`src/rtl/mem_port_arbiter.sv`:
```
// Two-client arbiter for the single LC-3b memory port.
// Client 0 is the instruction-fetch side and client 1 is the load/store side.
// Ties are resolved round-robin. The winning request is latched and replayed to
// memory until mem_resp arrives. A sticky watchdog flags slow responses.
module mem_port_arbiter #(
    parameter int unsigned WIDTH   = 16,
    parameter int unsigned TIMEOUT = 255
) (
    input  logic             clk,
    input  logic             reset,

    input  logic             c0_read,
    input  logic             c0_write,
    input  logic [1:0]       c0_byte_enable,
    input  logic [WIDTH-1:0] c0_address,
    input  logic [WIDTH-1:0] c0_wdata,
    output logic             c0_resp,
    output logic [WIDTH-1:0] c0_rdata,

    input  logic             c1_read,
    input  logic             c1_write,
    input  logic [1:0]       c1_byte_enable,
    input  logic [WIDTH-1:0] c1_address,
    input  logic [WIDTH-1:0] c1_wdata,
    output logic             c1_resp,
    output logic [WIDTH-1:0] c1_rdata,

    input  logic             mem_resp,
    input  logic [WIDTH-1:0] mem_rdata,
    output logic             mem_read,
    output logic             mem_write,
    output logic [1:0]       mem_byte_enable,
    output logic [WIDTH-1:0] mem_address,
    output logic [WIDTH-1:0] mem_wdata,

    output logic [1:0]       grant,
    output logic             timeout_err
);

    // The counter must be at least 8 bits wide and still able to hold TIMEOUT.
    localparam int unsigned CW = (TIMEOUT > 255) ? $clog2(TIMEOUT + 1) : 8;
    localparam logic [CW-1:0] TMO = CW'(TIMEOUT);

    typedef enum logic [1:0] {
        IDLE = 2'd0,
        GNT0 = 2'd1,
        GNT1 = 2'd2
    } state_t;

    state_t           state_q;
    logic             last_grant_q;     // 1: client 1 was served last
    logic             mem_read_q;
    logic             mem_write_q;
    logic [1:0]       mem_be_q;
    logic [WIDTH-1:0] mem_addr_q;
    logic [WIDTH-1:0] mem_wdata_q;
    logic [1:0]       grant_q;
    logic [CW-1:0]    wdog_cnt_q;
    logic             timeout_err_q;

    logic req0;
    logic req1;
    logic pick0;
    logic [CW-1:0] wdog_cnt_inc;

    assign req0 = c0_read | c0_write;
    assign req1 = c1_read | c1_write;
    // Client 0 wins when it is alone or when client 1 had the previous turn.
    assign pick0 = req0 & (~req1 | last_grant_q);
    assign wdog_cnt_inc = wdog_cnt_q + 1'b1;

    // Arbitration FSM: latches the winning request and holds it until mem_resp.
    always_ff @(posedge clk or posedge reset) begin
        if (reset) begin
            state_q       <= IDLE;
            last_grant_q  <= 1'b1;
            mem_read_q    <= 1'b0;
            mem_write_q   <= 1'b0;
            mem_be_q      <= '0;
            mem_addr_q    <= '0;
            mem_wdata_q   <= '0;
            grant_q       <= '0;
            wdog_cnt_q    <= '0;
            timeout_err_q <= 1'b0;
        end else begin
            case (state_q)
                IDLE: begin
                    if (pick0) begin
                        state_q     <= GNT0;
                        mem_read_q  <= c0_read;
                        mem_write_q <= c0_write & ~c0_read;
                        mem_be_q    <= c0_byte_enable;
                        mem_addr_q  <= c0_address;
                        mem_wdata_q <= c0_wdata;
                        grant_q     <= 2'b01;
                    end else if (req1) begin
                        state_q     <= GNT1;
                        mem_read_q  <= c1_read;
                        mem_write_q <= c1_write & ~c1_read;
                        mem_be_q    <= c1_byte_enable;
                        mem_addr_q  <= c1_address;
                        mem_wdata_q <= c1_wdata;
                        grant_q     <= 2'b10;
                    end
                end
                GNT0, GNT1: begin
                    if (mem_resp) begin
                        state_q      <= IDLE;
                        last_grant_q <= (state_q == GNT1);
                        mem_read_q   <= 1'b0;
                        mem_write_q  <= 1'b0;
                        grant_q      <= '0;
                        wdog_cnt_q   <= '0;
                    end else if ((TIMEOUT != 0) && (wdog_cnt_q != TMO)) begin
                        wdog_cnt_q <= wdog_cnt_inc;
                        if (wdog_cnt_inc == TMO) begin
                            timeout_err_q <= 1'b1;
                        end
                    end
                end
                default: begin
                    state_q <= IDLE;
                end
            endcase
        end
    end

    // Response routing back to the owning client; read data is shared.
    always_comb begin
        c0_resp = mem_resp & (state_q == GNT0);
        c1_resp = mem_resp & (state_q == GNT1);
    end

    assign c0_rdata        = mem_rdata;
    assign c1_rdata        = mem_rdata;
    assign mem_read        = mem_read_q;
    assign mem_write       = mem_write_q;
    assign mem_byte_enable = mem_be_q;
    assign mem_address     = mem_addr_q;
    assign mem_wdata       = mem_wdata_q;
    assign grant           = grant_q;
    assign timeout_err     = timeout_err_q;

endmodule

```
`config.mk`:
```
export PLATFORM = sky130hd
export DESIGN_NAME = mem_port_arbiter
export DESIGN_NICKNAME = d
export VERILOG_FILES = /design/src/rtl/mem_port_arbiter.sv
export SDC_FILE = /design/constraint.sdc
export NUM_CORES = 1
export LEC_CHECK = 0
export ABC_AREA = 1
export CORE_MARGIN = 2
export CORE_UTILIZATION = 41
export CTS_CLUSTER_DIAMETER = 150
export DETAILED_ROUTE_END_ITERATION = 7
export HOLD_SLACK_MARGIN = 0.05
export PLACE_DENSITY = 0.87
export SYNTH_ARGS = -nofsm -noshare
export SYNTH_HDL_FRONTEND = slang
export SYNTH_SLANG_ARGS = --single-unit
```
`constraint.sdc`:
```
create_clock -name clk -period 2.3 [get_ports clk]
set_input_delay 0.23 -clock clk [delete_from_list [all_inputs] [get_ports clk]]
set_output_delay 0.23 -clock clk [all_outputs]
set_load 0.005 [all_outputs]
```
==> key figures <==
Power and ir drop
  – Power Density: 1080 mW/mm^2
  – Max VDD drop: 0.679 mV
  – Pleak: 1.75 nW

CTS
  – CTS H-tree lvls: 2
  – CTS Buf Count: 5
  – Cts hold-fix bufs: 0
  – Skew-Pair Late Insertion Delay: 0.30 ns
  – CTS Sinks: 50
  – Clock transition at the registers of the reported paths: 0.09 ns
  – PostCTS Resize Cnt: 0
  – Root buffer selected by CTS: clkbuf_8
  – Setup repair bufs after CTS: 0
  – CTS tree: yes
  – Clock buffer depth: 2

Timing
  – Period minus WS final: 1.78 ns
  – Final setup violation count: 0
  – Pins over their slew limit: 0
  – Fin Setup TNS: 0 ns
  – Unrepaired setup endpoints after global routing: no
  – Fmax achieved: 563 MHz
  – Clk_skew: 0.00447 ns
  – Tcrit/Tclk final: 77.3%
  – Relative slew slack: 63.1%
  – Hold Slack: 0.299 ns
  – Slew @ Worst Pin: 0.553 ns
  – Final Hold Viols: 0

Finish
  – Antenna diodes: 0
  – Layout cell share with drive strength beyond 1: 4.39%
  – Most frequent cells in the layout: 152 x nand2_1, 115 x clkdlybuf4s50_1, 49 x dfrtp_1
  – Post-Layout Cell Count: 510
  – Net count, final: 528
  – Cell area after layout: 0.00380 mm^2
  – Commonest non-fill, non-tap cell in the layout: nand2_1
  – Final-layout fill cell count: 593
  – Layout Area Growth over Synthesis: 40.1%

Global route
  – Total track usage: 19.2%
  – First-pass GRT wire length: 11300 um
  – Gr ovfl total: 0
  – Initial antenna violation count: 0
  – Largest net degree at the start of global routing: 37
  – Vias in the first global route: 2514

Synthesis
  – Mapped Avg Cell Area: 7.81 um^2
  – Cell Area, Synth: 0.00271 mm^2
  – Syn_nets: 443
  – Synth area leader: dfrtp_1
  – Top cells by area, synth: dfrtp_1 45%, nand2_1 21%, buf_4 9.1%, nand3_1 8.7%, inv_1 3.0%
  – Synth Register Bits: 50
  – Sequential share of the synthesized area: 46.2%
  – Yosys Warn Count: 0
  – Post-synth cell types: 21
  – Top cell type's share of synthesized area: 45.2%
  – Mapped Cells: 347

Drt
  – Avg WL per Cell: 13.3 um
  – Vias per cell: 4.88
  – Drc violations: 0
  – Post-DRT Antenna Nets: 0
  – DR iter-0 viols: 233
  – DR pass1 iterations: 5
  – Post-Route WL: 6770 um
  – DR vias: 2487

Worst setup path
  – Worst Setup SP: state_q[0]
  – R2R setup slack: 0.66 ns
  – Worst Setup Start Kind: register
  – WS Path Type: register to output pin
  – WP data required: 2.07 ns
  – Worst Reg-to-Reg Cells: 7
  – Worst Path Max Fanout: 3
  – Reg2reg end: wdog_cnt_q[4]
  – Critical Path End Type: output pin
  – Crit path arrival time: 1.55 ns
  – FF-to-FF Start: wdog_cnt_q[1]

Place
  – Placed insts: 502
  – Placed cell areas: 0.00369 mm^2
  – RePlAce Congestion: 0.853
  – IO Port Bufs: 115
  – Post-DP HPWL: 5130 um

Floorplan
  – Io pins: 164
  – Starting density of the core: 42.5%
  – Row Count: 29
  – Die X: 85.3 um
  – Die area: 0.00728 mm^2
  – Die height: 85.3 um
  – Core area: 0.00639 mm^2

Run
  – Maxcap violations: 0

Outcome
  – Run status: completed

Min path
  – Hold Path Class: input port to async pin
layout make-up:
class                           instances  area (um^2)  share of cell area (%)
Tap cell                               77         96.3                    2.54
Multi-Input combinational cell        233         1060                    27.9
Sequential cell                        50         1250                    33.0
Clock buffer                            7         76.3                    2.01
Timing Repair Buffer                  120         1200                    31.6
Inverter                               22         82.6                    2.17
Clock inverter                          1         30.0                   0.791
Yosys cell counts (all sizes together):
master / n
buf: 42
nor2: 10
dfrtp: 49
nand2: 154
nand3: 48
a21oi: 1
o22ai: 3
o21ai: 7
xor2: 1
dfstp: 1
inv: 22
ha: 5
nand4: 2
o21bai: 2
cell families (layout without fill, tap and decap cells):
family | Yosys count | count (layout) | synth area share [%]
compound gates | 13 | 13 | 3.55
buf+inv | 64 | 150 | 14.8
simple gates | 214 | 214 | 32.9
flops | 50 | 50 | 46.2
fa+ha+maj | 5 | 5 | 2.31
xor+xnor | 1 | 1 | 0.323
sequential cells by signal, summed over array words and instances, names as in the netlist, 2 cells and up:
signal	cells
wdog_cnt_q	8
mem_address	16
mem_byte_enable	2
mem_wdata	16
state_q	2
grant	2
metrics by stage:
stage	utilization [%]	setup WS, ns	total power [W]
detailed placement	57.8	0.513	0.00354
floorplan	-	0.870	0.00254
CTS	59.5	0.502	0.00416
global route	59.5	0.426	0.00444
finish	59.5	0.523	0.00410
global placement	57.8	0.583	0.00346
per-layer routing:
layer | track usage, % | wire, um | share of wire [%] | vias to the layer above
li1 | - | - | - | 1224
met1 | 23.0 | 2790 | 41 | 1140
met2 | 33.9 | 3400 | 50 | 110
met3 | 4.67 | 480 | 7.1 | 13
met4 | 6.20 | 105 | 1.6 | 0
met5 | 0 | 0 | 0 | -
report_power, final:
group	internal [W]	switching [W]	total [W]
combinational	0.00104	0.000980	0.00202
clock	0.000326	0.000283	0.000608
sequential	0.00125	0.000222	0.00147
total	0.00262	0.00148	0.00410
worst max path at each step:
stage                    endpoint  slack (ns)  cells after the start
2_1_floorplan            grant[0]        0.87                      1
3_3_place_gp      mem_address[15]        0.58                      8
3_5_place_dp   mem_byte_enable[0]        0.51                      8
4_1_cts                   c0_resp        0.50                      5
5_1_grt                   c1_resp        0.43                      5
6_report                  c1_resp        0.52                      5
critical path, cell delays in order (launching register included):
cell	delay (ns)
dfrtp_1	0.41
inv_1	0.09
ha_1	0.15
nand2_1	0.06
inv_1	0.06
clkdlybuf4s50_1	0.48
No activity file was read; power rests on OpenSTA's default activity.
